--- src/rtl/uart_pkg.sv ---
// Shared types and elaboration-time helpers for the 8N1 UART.
package uart_pkg;

    localparam int unsigned DATA_BITS = 8;

    typedef enum logic [1:0] {TX_IDLE, TX_START, TX_DATA, TX_STOP} tx_state_t;
    typedef enum logic [1:0] {RX_IDLE, RX_START, RX_DATA, RX_STOP} rx_state_t;

    // Clocks per serial bit, floored at 1 so slow clocks still elaborate.
    function automatic int unsigned calc_tx_div(input int unsigned clk_freq,
                                                input int unsigned baud);
        int unsigned d;
        d = clk_freq / baud;
        return (d < 1) ? 1 : d;
    endfunction

    // Clocks per RX oversampling tick, floored at 1.
    function automatic int unsigned calc_rx_div(input int unsigned clk_freq,
                                                input int unsigned baud,
                                                input int unsigned oversample);
        int unsigned d;
        d = clk_freq / (baud * oversample);
        return (d < 1) ? 1 : d;
    endfunction

endpackage

--- src/rtl/uart_modport_if.sv ---
// Host-side and pin-side signals of the UART, split into TX and RX views.
interface uart_modport_if;
    import uart_pkg::*;

    logic                 wr_en;
    logic [DATA_BITS-1:0] din;
    logic                 tx;
    logic                 tx_busy;
    logic                 rx;
    logic                 rdy_clr;
    logic                 rdy;
    logic [DATA_BITS-1:0] dout;

    modport uart_tx (input wr_en, input din, output tx, output tx_busy);
    modport uart_rx (input rx, input rdy_clr, output rdy, output dout);
    modport host    (output wr_en, output din, output rdy_clr,
                     input tx, input tx_busy, input rdy, input dout);

endinterface

--- src/rtl/uart_rx_core.sv ---
// Oversampling 8N1 receiver with mid-bit sampling and a rdy/rdy_clr handshake.
module uart_rx_core
    import uart_pkg::*;
#(
    parameter int unsigned RX_DIV     = 27,
    parameter int unsigned OVERSAMPLE = 16
) (
    input  logic           clk,
    input  logic           rst_n,
    uart_modport_if.uart_rx bus
);

    localparam int unsigned TICK_W = (RX_DIV > 1) ? $clog2(RX_DIV) : 1;
    localparam int unsigned SMP_W  = (OVERSAMPLE > 1) ? $clog2(OVERSAMPLE) : 1;
    localparam int unsigned IDX_W  = $clog2(DATA_BITS);
    localparam logic [TICK_W-1:0] TICK_LAST = TICK_W'(RX_DIV - 1);
    localparam logic [SMP_W-1:0]  SMP_MID   = SMP_W'(OVERSAMPLE / 2 - 1);
    localparam logic [SMP_W-1:0]  SMP_LAST  = SMP_W'(OVERSAMPLE - 1);
    localparam logic [IDX_W-1:0]  IDX_LAST  = IDX_W'(DATA_BITS - 1);

    rx_state_t            state_q, state_d;
    logic                 rx_meta_q, rx_sync_q;
    logic [TICK_W-1:0]    tick_cnt_q, tick_cnt_d;
    logic [SMP_W-1:0]     smp_q, smp_d;
    logic [IDX_W-1:0]     idx_q, idx_d;
    logic [DATA_BITS-1:0] shift_q, shift_d;
    logic [DATA_BITS-1:0] dout_q, dout_d;
    logic                 rdy_q, rdy_d;
    logic                 ferr_q, ferr_d;
    logic                 tick;

    assign tick = (tick_cnt_q == TICK_LAST);

    // Two-flop synchronizer; idles high like the line.
    always_ff @(posedge clk or negedge rst_n) begin
        if (!rst_n) begin
            rx_meta_q <= 1'b1;
            rx_sync_q <= 1'b1;
        end else begin
            rx_meta_q <= bus.rx;
            rx_sync_q <= rx_meta_q;
        end
    end

    always_ff @(posedge clk or negedge rst_n) begin
        if (!rst_n) begin
            state_q    <= RX_IDLE;
            tick_cnt_q <= '0;
            smp_q      <= '0;
            idx_q      <= '0;
            shift_q    <= '0;
            dout_q     <= '0;
            rdy_q      <= 1'b0;
            ferr_q     <= 1'b0;
        end else begin
            state_q    <= state_d;
            tick_cnt_q <= tick_cnt_d;
            smp_q      <= smp_d;
            idx_q      <= idx_d;
            shift_q    <= shift_d;
            dout_q     <= dout_d;
            rdy_q      <= rdy_d;
            ferr_q     <= ferr_d;
        end
    end

    // rdy_clr is applied first so a byte completing on the same edge wins.
    always_comb begin
        state_d    = state_q;
        tick_cnt_d = tick ? '0 : tick_cnt_q + TICK_W'(1);
        smp_d      = smp_q;
        idx_d      = idx_q;
        shift_d    = shift_q;
        dout_d     = dout_q;
        rdy_d      = bus.rdy_clr ? 1'b0 : rdy_q;
        ferr_d     = ferr_q;
        case (state_q)
            RX_IDLE: begin
                if (!rx_sync_q) begin
                    smp_d      = '0;
                    tick_cnt_d = '0;
                    ferr_d     = 1'b0;
                    state_d    = RX_START;
                end
            end
            RX_START: begin
                if (tick) begin
                    if (smp_q == SMP_MID) begin
                        smp_d   = '0;
                        idx_d   = '0;
                        state_d = rx_sync_q ? RX_IDLE : RX_DATA;
                    end else begin
                        smp_d = smp_q + SMP_W'(1);
                    end
                end
            end
            RX_DATA: begin
                if (tick) begin
                    if (smp_q == SMP_LAST) begin
                        smp_d   = '0;
                        shift_d = {rx_sync_q, shift_q[DATA_BITS-1:1]};
                        if (idx_q == IDX_LAST) state_d = RX_STOP;
                        else                   idx_d   = idx_q + IDX_W'(1);
                    end else begin
                        smp_d = smp_q + SMP_W'(1);
                    end
                end
            end
            RX_STOP: begin
                if (ferr_q) begin
                    // Framing error: park until the line returns to idle.
                    if (rx_sync_q) begin
                        ferr_d  = 1'b0;
                        state_d = RX_IDLE;
                    end
                end else if (tick) begin
                    if (smp_q == SMP_LAST) begin
                        if (rx_sync_q) begin
                            dout_d  = shift_q;
                            rdy_d   = 1'b1;
                            state_d = RX_IDLE;
                        end else begin
                            ferr_d = 1'b1;
                        end
                    end else begin
                        smp_d = smp_q + SMP_W'(1);
                    end
                end
            end
            default: state_d = RX_IDLE;
        endcase
    end

    assign bus.rdy  = rdy_q;
    assign bus.dout = dout_q;

endmodule

--- src/rtl/uart_tx_core.sv ---
// 8N1 transmitter: latches a byte on wr_en and shifts it out LSB first.
module uart_tx_core
    import uart_pkg::*;
#(
    parameter int unsigned TX_DIV = 434
) (
    input  logic           clk,
    input  logic           rst_n,
    uart_modport_if.uart_tx bus
);

    localparam int unsigned CNT_W = (TX_DIV > 1) ? $clog2(TX_DIV) : 1;
    localparam int unsigned IDX_W = $clog2(DATA_BITS);
    localparam logic [CNT_W-1:0] CNT_LAST = CNT_W'(TX_DIV - 1);
    localparam logic [IDX_W-1:0] IDX_LAST = IDX_W'(DATA_BITS - 1);

    tx_state_t            state_q, state_d;
    logic [CNT_W-1:0]     cnt_q, cnt_d;
    logic [IDX_W-1:0]     idx_q, idx_d;
    logic [DATA_BITS-1:0] shift_q, shift_d;
    logic                 tx_q, tx_d;
    logic                 busy_q, busy_d;
    logic                 bit_end;

    assign bit_end = (cnt_q == CNT_LAST);

    always_ff @(posedge clk or negedge rst_n) begin
        if (!rst_n) begin
            state_q <= TX_IDLE;
            cnt_q   <= '0;
            idx_q   <= '0;
            shift_q <= '0;
            tx_q    <= 1'b1;
            busy_q  <= 1'b0;
        end else begin
            state_q <= state_d;
            cnt_q   <= cnt_d;
            idx_q   <= idx_d;
            shift_q <= shift_d;
            tx_q    <= tx_d;
            busy_q  <= busy_d;
        end
    end

    // tx is registered, so each state presets the level of the next bit.
    always_comb begin
        state_d = state_q;
        cnt_d   = cnt_q;
        idx_d   = idx_q;
        shift_d = shift_q;
        tx_d    = tx_q;
        busy_d  = busy_q;
        case (state_q)
            TX_IDLE: begin
                tx_d = 1'b1;
                if (bus.wr_en) begin
                    shift_d = bus.din;
                    tx_d    = 1'b0;
                    busy_d  = 1'b1;
                    cnt_d   = '0;
                    state_d = TX_START;
                end
            end
            TX_START: begin
                cnt_d = bit_end ? '0 : cnt_q + CNT_W'(1);
                if (bit_end) begin
                    tx_d    = shift_q[0];
                    idx_d   = '0;
                    state_d = TX_DATA;
                end
            end
            TX_DATA: begin
                cnt_d = bit_end ? '0 : cnt_q + CNT_W'(1);
                if (bit_end) begin
                    if (idx_q == IDX_LAST) begin
                        tx_d    = 1'b1;
                        state_d = TX_STOP;
                    end else begin
                        idx_d   = idx_q + IDX_W'(1);
                        shift_d = shift_q >> 1;
                        tx_d    = shift_q[1];
                    end
                end
            end
            TX_STOP: begin
                cnt_d = bit_end ? '0 : cnt_q + CNT_W'(1);
                if (bit_end) begin
                    busy_d  = 1'b0;
                    state_d = TX_IDLE;
                end
            end
            default: state_d = TX_IDLE;
        endcase
    end

    assign bus.tx      = tx_q;
    assign bus.tx_busy = busy_q;

endmodule

--- src/rtl/uart_modport.sv ---
// Full-duplex 8N1 UART top: independent TX and RX cores on one clock.
module uart_modport
    import uart_pkg::*;
#(
    parameter int unsigned CLK_FREQ   = 50_000_000,
    parameter int unsigned BAUD       = 115_200,
    parameter int unsigned OVERSAMPLE = 16
) (
    input  logic           clk_50m,
    input  logic           rst_n,
    uart_modport_if.uart_tx tx_if,
    uart_modport_if.uart_rx rx_if
);

    localparam int unsigned TX_DIV = calc_tx_div(CLK_FREQ, BAUD);
    localparam int unsigned RX_DIV = calc_rx_div(CLK_FREQ, BAUD, OVERSAMPLE);

    uart_tx_core #(
        .TX_DIV (TX_DIV)
    ) u_tx (
        .clk   (clk_50m),
        .rst_n (rst_n),
        .bus   (tx_if)
    );

    uart_rx_core #(
        .RX_DIV     (RX_DIV),
        .OVERSAMPLE (OVERSAMPLE)
    ) u_rx (
        .clk   (clk_50m),
        .rst_n (rst_n),
        .bus   (rx_if)
    );

endmodule

--- src/flat_wrapper.sv ---
// flat-port wrapper written by rule: the top's interface ports become plain ports
module uart_modport_flat import uart_pkg::*;
#(
    parameter int unsigned CLK_FREQ   = 50_000_000,
    parameter int unsigned BAUD       = 115_200,
    parameter int unsigned OVERSAMPLE = 16
)
  (clk_50m, rst_n, tx_if_wr_en, tx_if_din, tx_if_tx, tx_if_tx_busy, rx_if_rx, rx_if_rdy_clr, rx_if_rdy, rx_if_dout);
  uart_modport_if tx_if_i ();
  uart_modport_if rx_if_i ();
  input  logic clk_50m;
  input  logic rst_n;
  input wire logic [$bits(tx_if_i.wr_en)-1:0] tx_if_wr_en;
  input wire logic [$bits(tx_if_i.din)-1:0] tx_if_din;
  output wire logic [$bits(tx_if_i.tx)-1:0] tx_if_tx;
  output wire logic [$bits(tx_if_i.tx_busy)-1:0] tx_if_tx_busy;
  input wire logic [$bits(rx_if_i.rx)-1:0] rx_if_rx;
  input wire logic [$bits(rx_if_i.rdy_clr)-1:0] rx_if_rdy_clr;
  output wire logic [$bits(rx_if_i.rdy)-1:0] rx_if_rdy;
  output wire logic [$bits(rx_if_i.dout)-1:0] rx_if_dout;
  assign tx_if_i.wr_en = tx_if_wr_en;
  assign tx_if_i.din = tx_if_din;
  assign tx_if_tx = tx_if_i.tx;
  assign tx_if_tx_busy = tx_if_i.tx_busy;
  assign rx_if_i.rx = rx_if_rx;
  assign rx_if_i.rdy_clr = rx_if_rdy_clr;
  assign rx_if_rdy = rx_if_i.rdy;
  assign rx_if_dout = rx_if_i.dout;
  uart_modport #(.CLK_FREQ(CLK_FREQ), .BAUD(BAUD), .OVERSAMPLE(OVERSAMPLE)) u_core (.clk_50m(clk_50m), .rst_n(rst_n), .tx_if(tx_if_i), .rx_if(rx_if_i));
endmodule
--- config.mk ---
export PLATFORM = sky130hd
export DESIGN_NAME = uart_modport_flat
export DESIGN_NICKNAME = d
export VERILOG_FILES = /design/src/rtl/uart_pkg.sv /design/src/rtl/uart_modport_if.sv /design/src/rtl/uart_rx_core.sv /design/src/rtl/uart_tx_core.sv /design/src/rtl/uart_modport.sv /design/src/flat_wrapper.sv
export SDC_FILE = /design/constraint.sdc
export NUM_CORES = 1
export LEC_CHECK = 0
export ABC_AREA = 1
export CAP_MARGIN = 20
export CORE_MARGIN = 3
export CORE_UTILIZATION = 45
export CTS_CLUSTER_DIAMETER = 200
export DETAILED_ROUTE_END_ITERATION = 16
export HOLD_SLACK_MARGIN = 0.02
export PLACE_DENSITY = 0.68
export SLEW_MARGIN = 0
export SYNTH_ARGS = -nofsm -noshare
export SYNTH_HDL_FRONTEND = slang
export SYNTH_SLANG_ARGS = --single-unit
--- constraint.sdc ---
create_clock -name clk_50m -period 1.94 [get_ports clk_50m]
set_clock_uncertainty 0.05 [all_clocks]
set_input_delay 0.388 -clock clk_50m [delete_from_list [all_inputs] [get_ports clk_50m]]
set_output_delay 0.388 -clock clk_50m [all_outputs]
set_load 0.02 [all_outputs]
# [Word level (Yosys, flattened, before mapping)]
# Index checks and enable logic that the tools add are counted.
[classes] n_addsub=5 n_eq_ne=30 muxes=67 bitwise_logic=1 n_reduce_logical=20
[ops] operator="2-bit 2-to-1 mux" count=16
[ops] operator="4-bit 2-to-1 mux" count=8
[ops] operator="2-bit != test, second input constant" count=16
[ops] operator="3-bit 2-to-1 mux" count=8
[ops] operator="8-bit 2-to-1 mux" count=3
[ops] operator="9-bit 2-to-1 mux" count=2
[ops] operator="9-bit one-hot mux with 2 select lines" count=1
[ops] operator="1-bit 2-to-1 mux" count=17
[ops] operator="2-bit one-hot mux with 4 select lines" count=2
[ops] operator="4-bit one-hot mux with 4 select lines" count=1
[ops] operator="8-bit one-hot mux with 2 select lines" count=1
[ops] operator="5-bit 2-to-1 mux" count=3
[ops] operator="3-bit one-hot mux with 2 select lines" count=2
[ops] operator="6-bit AND reduction" count=2
[ops] operator="5-bit AND reduction" count=2
[ops] operator="2-bit nonzero test" count=5
[ops] operator="9-bit by 1-bit adder with 9-bit output, second input constant" count=1
[ops] operator="9-bit == test, second input constant" count=1
[ops] operator="3-bit AND reduction" count=3
[ops] operator="2-bit == test, second input constant" count=4
[ops] operator="4-bit AND reduction" count=2
[ops] operator="8-bit AND reduction" count=1
[ops] operator="3-bit by 1-bit adder with 3-bit output, second input constant" count=2
[ops] operator="3-bit == test, second input constant" count=2
[ops] operator="14 further kinds" count=18
[totals] register_bits=58 inputBits=13 word_cells=139

# [Logic depth before layout (Yosys ltp)]
[depth] ltp_word=6 ltp_mapped=10 depth_no_buf=9

# [By module]
# From an unflattened synthesis, not the netlist that was laid out.
[unflattened] hier_cells=364 hier_area_um2=3093.0
[modules_own_cells] mod="uart_rx_core" n_inst=1 cells_per_inst=183 area_per_inst_um2=1675.4 seq_area_each_um2=853.3
[modules_own_cells] mod="uart_tx_core" n_inst=1 cells_per_inst=181 area_per_inst_um2=1417.6 seq_area_each_um2=601.8

# [Worst setup path before layout]
# OpenSTA, ideal clock, no wires.
[synth_path] kind="register to register" start="register u_core.u_tx.state_q[0]" end="register u_core.u_tx.state_q[1]" setup_ns=0.117 t_arrival_ns=1.402 required_time_ns=1.773 setup_slack_ns=0.371 stages_incl_launch_ff=10 n_path_buf=1 period_less_slack_ns=1.569 cell_sequence="dfrtp_1 inv_1 ha_1 buf_6 inv_4 or2_4 nand2_1 inv_1 nand4_1 nand2_1"
[synth_via] elab_chain_len=3
[synth_lines] item="from (decl)" line="uart_tx_core.sv:17" rtl="tx_state_t state_q, state_d;"
[synth_lines] item="from (signal assigned)" line="uart_tx_core.sv:36" rtl="state_q <= state_d;"
[synth_lines] item="2-bit == test, or another cell as far along" line="uart_tx_core.sv:53" rtl="case (state_q)"
[synth_lines] item="2-bit != test (no source line)"
[synth_lines] item="5-bit AND reduction (no source line)"
# Parallel ways exist; a longest one is shown, timed or not.
# A chain may end at the register's enable or synchronous reset.

# [Worst setup path after layout]
[layout_path] start="register u_core.u_tx.tx_q, in the netlist u_core.u_tx.bus.tx" end="output tx_if_tx"
[layout_lines] item="from (decl)" line="uart_tx_core.sv:21" rtl="logic tx_q, tx_d;"
[layout_lines] item="from (signal assigned)" line="uart_tx_core.sv:40" rtl="tx_q <= tx_d;"
[layout_lines] item="to (decl)" line="flat_wrapper.sv:15" rtl="output wire logic [$bits(tx_if_i.tx)-1:0] tx_if_tx;"
# No word-level cell between the ends.

==> impl_metrics.json <==
{
  "r2r-start": "u_core.u_tx.state_q[0]",
  "start_util_pct": 47.6,
  "clock-root-buffer": "clkbuf_8",
  "path_cells": "clkdlybuf4s50_1",
  "synthesis.area_um2": 3110,
  "die-area_um2": 7940,
  "path_buf_inv": 1,
  "cts_inserted_buffers": 9,
  "setup_slack_ns": 0.0507,
  "place_ws_ns": 0.123,
  "drive_above_1_share_pct": 19.8,
  "ff2ff_path_depth": 9,
  "ys_seq_area_share_pct": 46.8,
  "ios": 24,
  "synth.area.top_cells": "dfrtp_1 44%, nand2_1 11%, o21ai_2 7.3%",
  "core_region_area_um2": 6530,
  "tightestPinTransition_ns": 0.600,
  "cts.htree.levels": 3,
  "gp_congestion": 0.809,
  "fin_cells": 460,
  "crit_required_ns": 1.50,
  "yosysTopAreaCell": "dfrtp_1",
  "leakage_nw": 1.73,
  "synth_ff_type": "dfrtp_1",
  "hold_path_end": "u_core.u_rx.rx_sync_q",
  "yosys_warnings": 0,
  "tritoncts": "built",
  "arrival_ns": 1.45,
  "netlist_instances": 345,
  "async_reset_ff_share_pct": 100,
  "wire_per_inst_um": 11.1,
  "dp_hpwl_um": 3650,
  "clk_path_buf_depth": 2,
  "fmax_ghz": 0.529,
  "ys_ff_latch": 58,
  "power_mw": 3.95,
  "area_growth_pct": 17.8,
  "cts.sinks": 58,
  "crit_type": "reg2out",
  "antennaDiodeCount": 0,
  "fp.dieH_um": 89.1,
  "max_stage_delay_ns": 0.59,
  "hold_depth": 0,
  "post_drt_via_cell_ratio": 4.93,
  "crit_fanout": 2,
  "drt_iter0_drc": 117,
  "placed_area_um2": 3410,
  "vias": 2268,
  "detail-route-antenna-nets": 0,
  "grt_max_degree": 59,
  "drt-total-wl_um": 5130,
  "hold_slack_ns": 0.305,
  "grt_first_pass_wirelength_um": 9290,
  "slew_violations": 0,
  "hold_violations": 0,
  "grt_pass1_vias": 2218,
  "utilization_pct": 56.1,
  "rsz0062_at_grt": "no",
  "peakVddDrop_v": 0.000537,
  "postSynthAreaPerCell_um2": 9.01,
  "setup_viol_count_final": 0,
  "clk_latency_ns": 0.33,
  "grt_overflow": 0,
  "synth_edf_count": 0,
  "r2r_slack_ns": 0.26,
  "relSlewSlack_pct": 59.6,
  "end_kind": "output port",
  "fillers": 602,
  "reg2reg_to": "u_core.u_tx.idx_q[1]",
  "synth_fp_nets": 372,
  "drc": 0,
  "fin_tns_setup_ns": 0,
  "period_needed_ns": 1.89,
  "cp-start-kind": "register",
  "status": "complete, no violations",
  "min_period_over_period_pct": 97.4,
  "p_per_area_nw_per_um2": 1080,
  "cap_violations": 0,
  "netlist-cell-type-count": 35,
  "path_clk_slew_ns": 0.07,
  "holdCritStartpoint": "u_core.u_rx.rx_meta_q",
  "io_buffers": 23,
  "cp_slowest_cell": "clkdlybuf4s50_1",
  "dp.cells": 443,
  "grt_usage_pct": 15.0,
  "drt_first_pass_iters": 5,
  "finish.instance_area_um2": 3660,
  "post_cts_buffers": 0,
  "crit_family": "buffers and inverters",
  "hp-class": "reg2reg",
  "die_w_um": 89.1,
  "row_count": 29,
  "nets": 405,
  "synth_top_area_share_pct": 44.3,
  "grt_antenna_before_repair": 0
}
cells in the mapped netlist (2+ instances only):
cell	instances
nand3_4	2
nand2_4	4
a21oi_1	8
nand2_1	88
buf_6	4
dfrtp_1	55
inv_2	3
nor2_4	3
nor2_1	24
mux2i_1	7
nor3_1	3
nand3_1	14
nand3_2	3
nand2_2	5
dfstp_2	3
inv_1	43
ha_1	14
o21ai_0	8
nand4_1	9
xor2_1	2
o21ai_2	26
o21ai_1	4
cells in the final DEF (no fill, tap or decap), types with 5 or more instances in the layout:
master / count
nand2_1: 88
dfrtp_1: 55
inv_1: 43
o21ai_2: 26
nor2_1: 24
clkdlybuf4s50_1: 22
nand3_1: 14
ha_1: 14
clkbuf_8: 12
nand4_1: 9
o21ai_0: 8
a21oi_1: 8
mux2i_1: 7
nand2_2: 5
power breakdown:
group	leakage, nW	internal, mW	switching, mW
Sequential	0.753	1.39	0.127
Combinational	0.854	0.465	0.690
Clock	0.119	0.826	0.460
Total	1.73	2.68	1.28
registers in the layout (all words and copies together) (netlist names), 2 cells and up, named ones only:
| signal | cells |
|---|---|
| u_core.u_tx.state_q | 2 |
| u_core.u_rx.idx_q | 3 |
| u_core.u_tx.cnt_q | 9 |
| u_core.u_rx.smp_q | 4 |
| u_core.u_rx.shift_q | 8 |
| u_core.u_tx.shift_q | 8 |
| u_core.u_tx.idx_q | 3 |
| u_core.u_rx.bus.dout | 8 |
| u_core.u_rx.tick_cnt_q | 5 |
timing repair:
item,4_1_cts,5_1_grt
gates resized for setup,0,0
hold buffers,1,0
hold endpoints to repair,55,0
cell families after synthesis:
| logic type | synth area share, % |
|---|---|
| flops | 46.8 |
| compound gates | 12.3 |
| mux | 2.26 |
| simple gates | 24.7 |
| fa+ha+maj | 5.64 |
| buf+inv | 7.37 |
| xor+xnor | 0.846 |
worst max path at each step:
stage / to / slack [ns] / start / cells past startpoint
floorplan: u_core.u_tx.state_q[1] / 0.37 / u_core.u_tx.state_q[0] / 9
global placement: u_core.u_tx.shift_q[0] / 0.17 / tx_if_wr_en / 8
detailed placement: u_core.u_tx.shift_q[0] / 0.12 / tx_if_wr_en / 8
CTS: tx_if_tx / 0.03 / u_core.u_tx.bus.tx / 1
global route: tx_if_tx / 0.004 / u_core.u_tx.bus.tx / 1
finish: tx_if_tx / 0.05 / u_core.u_tx.bus.tx / 1
worst register-to-register path, stage by stage (launching register included):
cell and delay [ns]:
dfrtp_1 0.41, inv_1 0.12, ha_1 0.17, buf_4 0.23
inv_4 0.07, or2_4 0.25, nand2_1 0.06, nand2_1 0.08
nand2_1 0.09, nand2_1 0.05
layer usage:
metal	wire [µm]	vias to the layer above	GRT usage, %
met5	0	-	0
met4	115	0	6.22
met3	191	10	4.15
met2	2350	31	24.2
met1	2470	1054	18.9
li1	-	1173	-
layout make-up:
type	instances	area (µm²)	share of cell area [%]
Inverter	47	179	4.89
Multi-Input combinational cell	235	1420	38.9
Clock buffer	12	165	4.51
Clock inverter	4	72.6	1.98
Sequential cell	58	1460	39.7
Timing Repair Buffer	27	270	7.38
Tap cell	77	96.3	2.63
(Power assumes the default switching activity.)
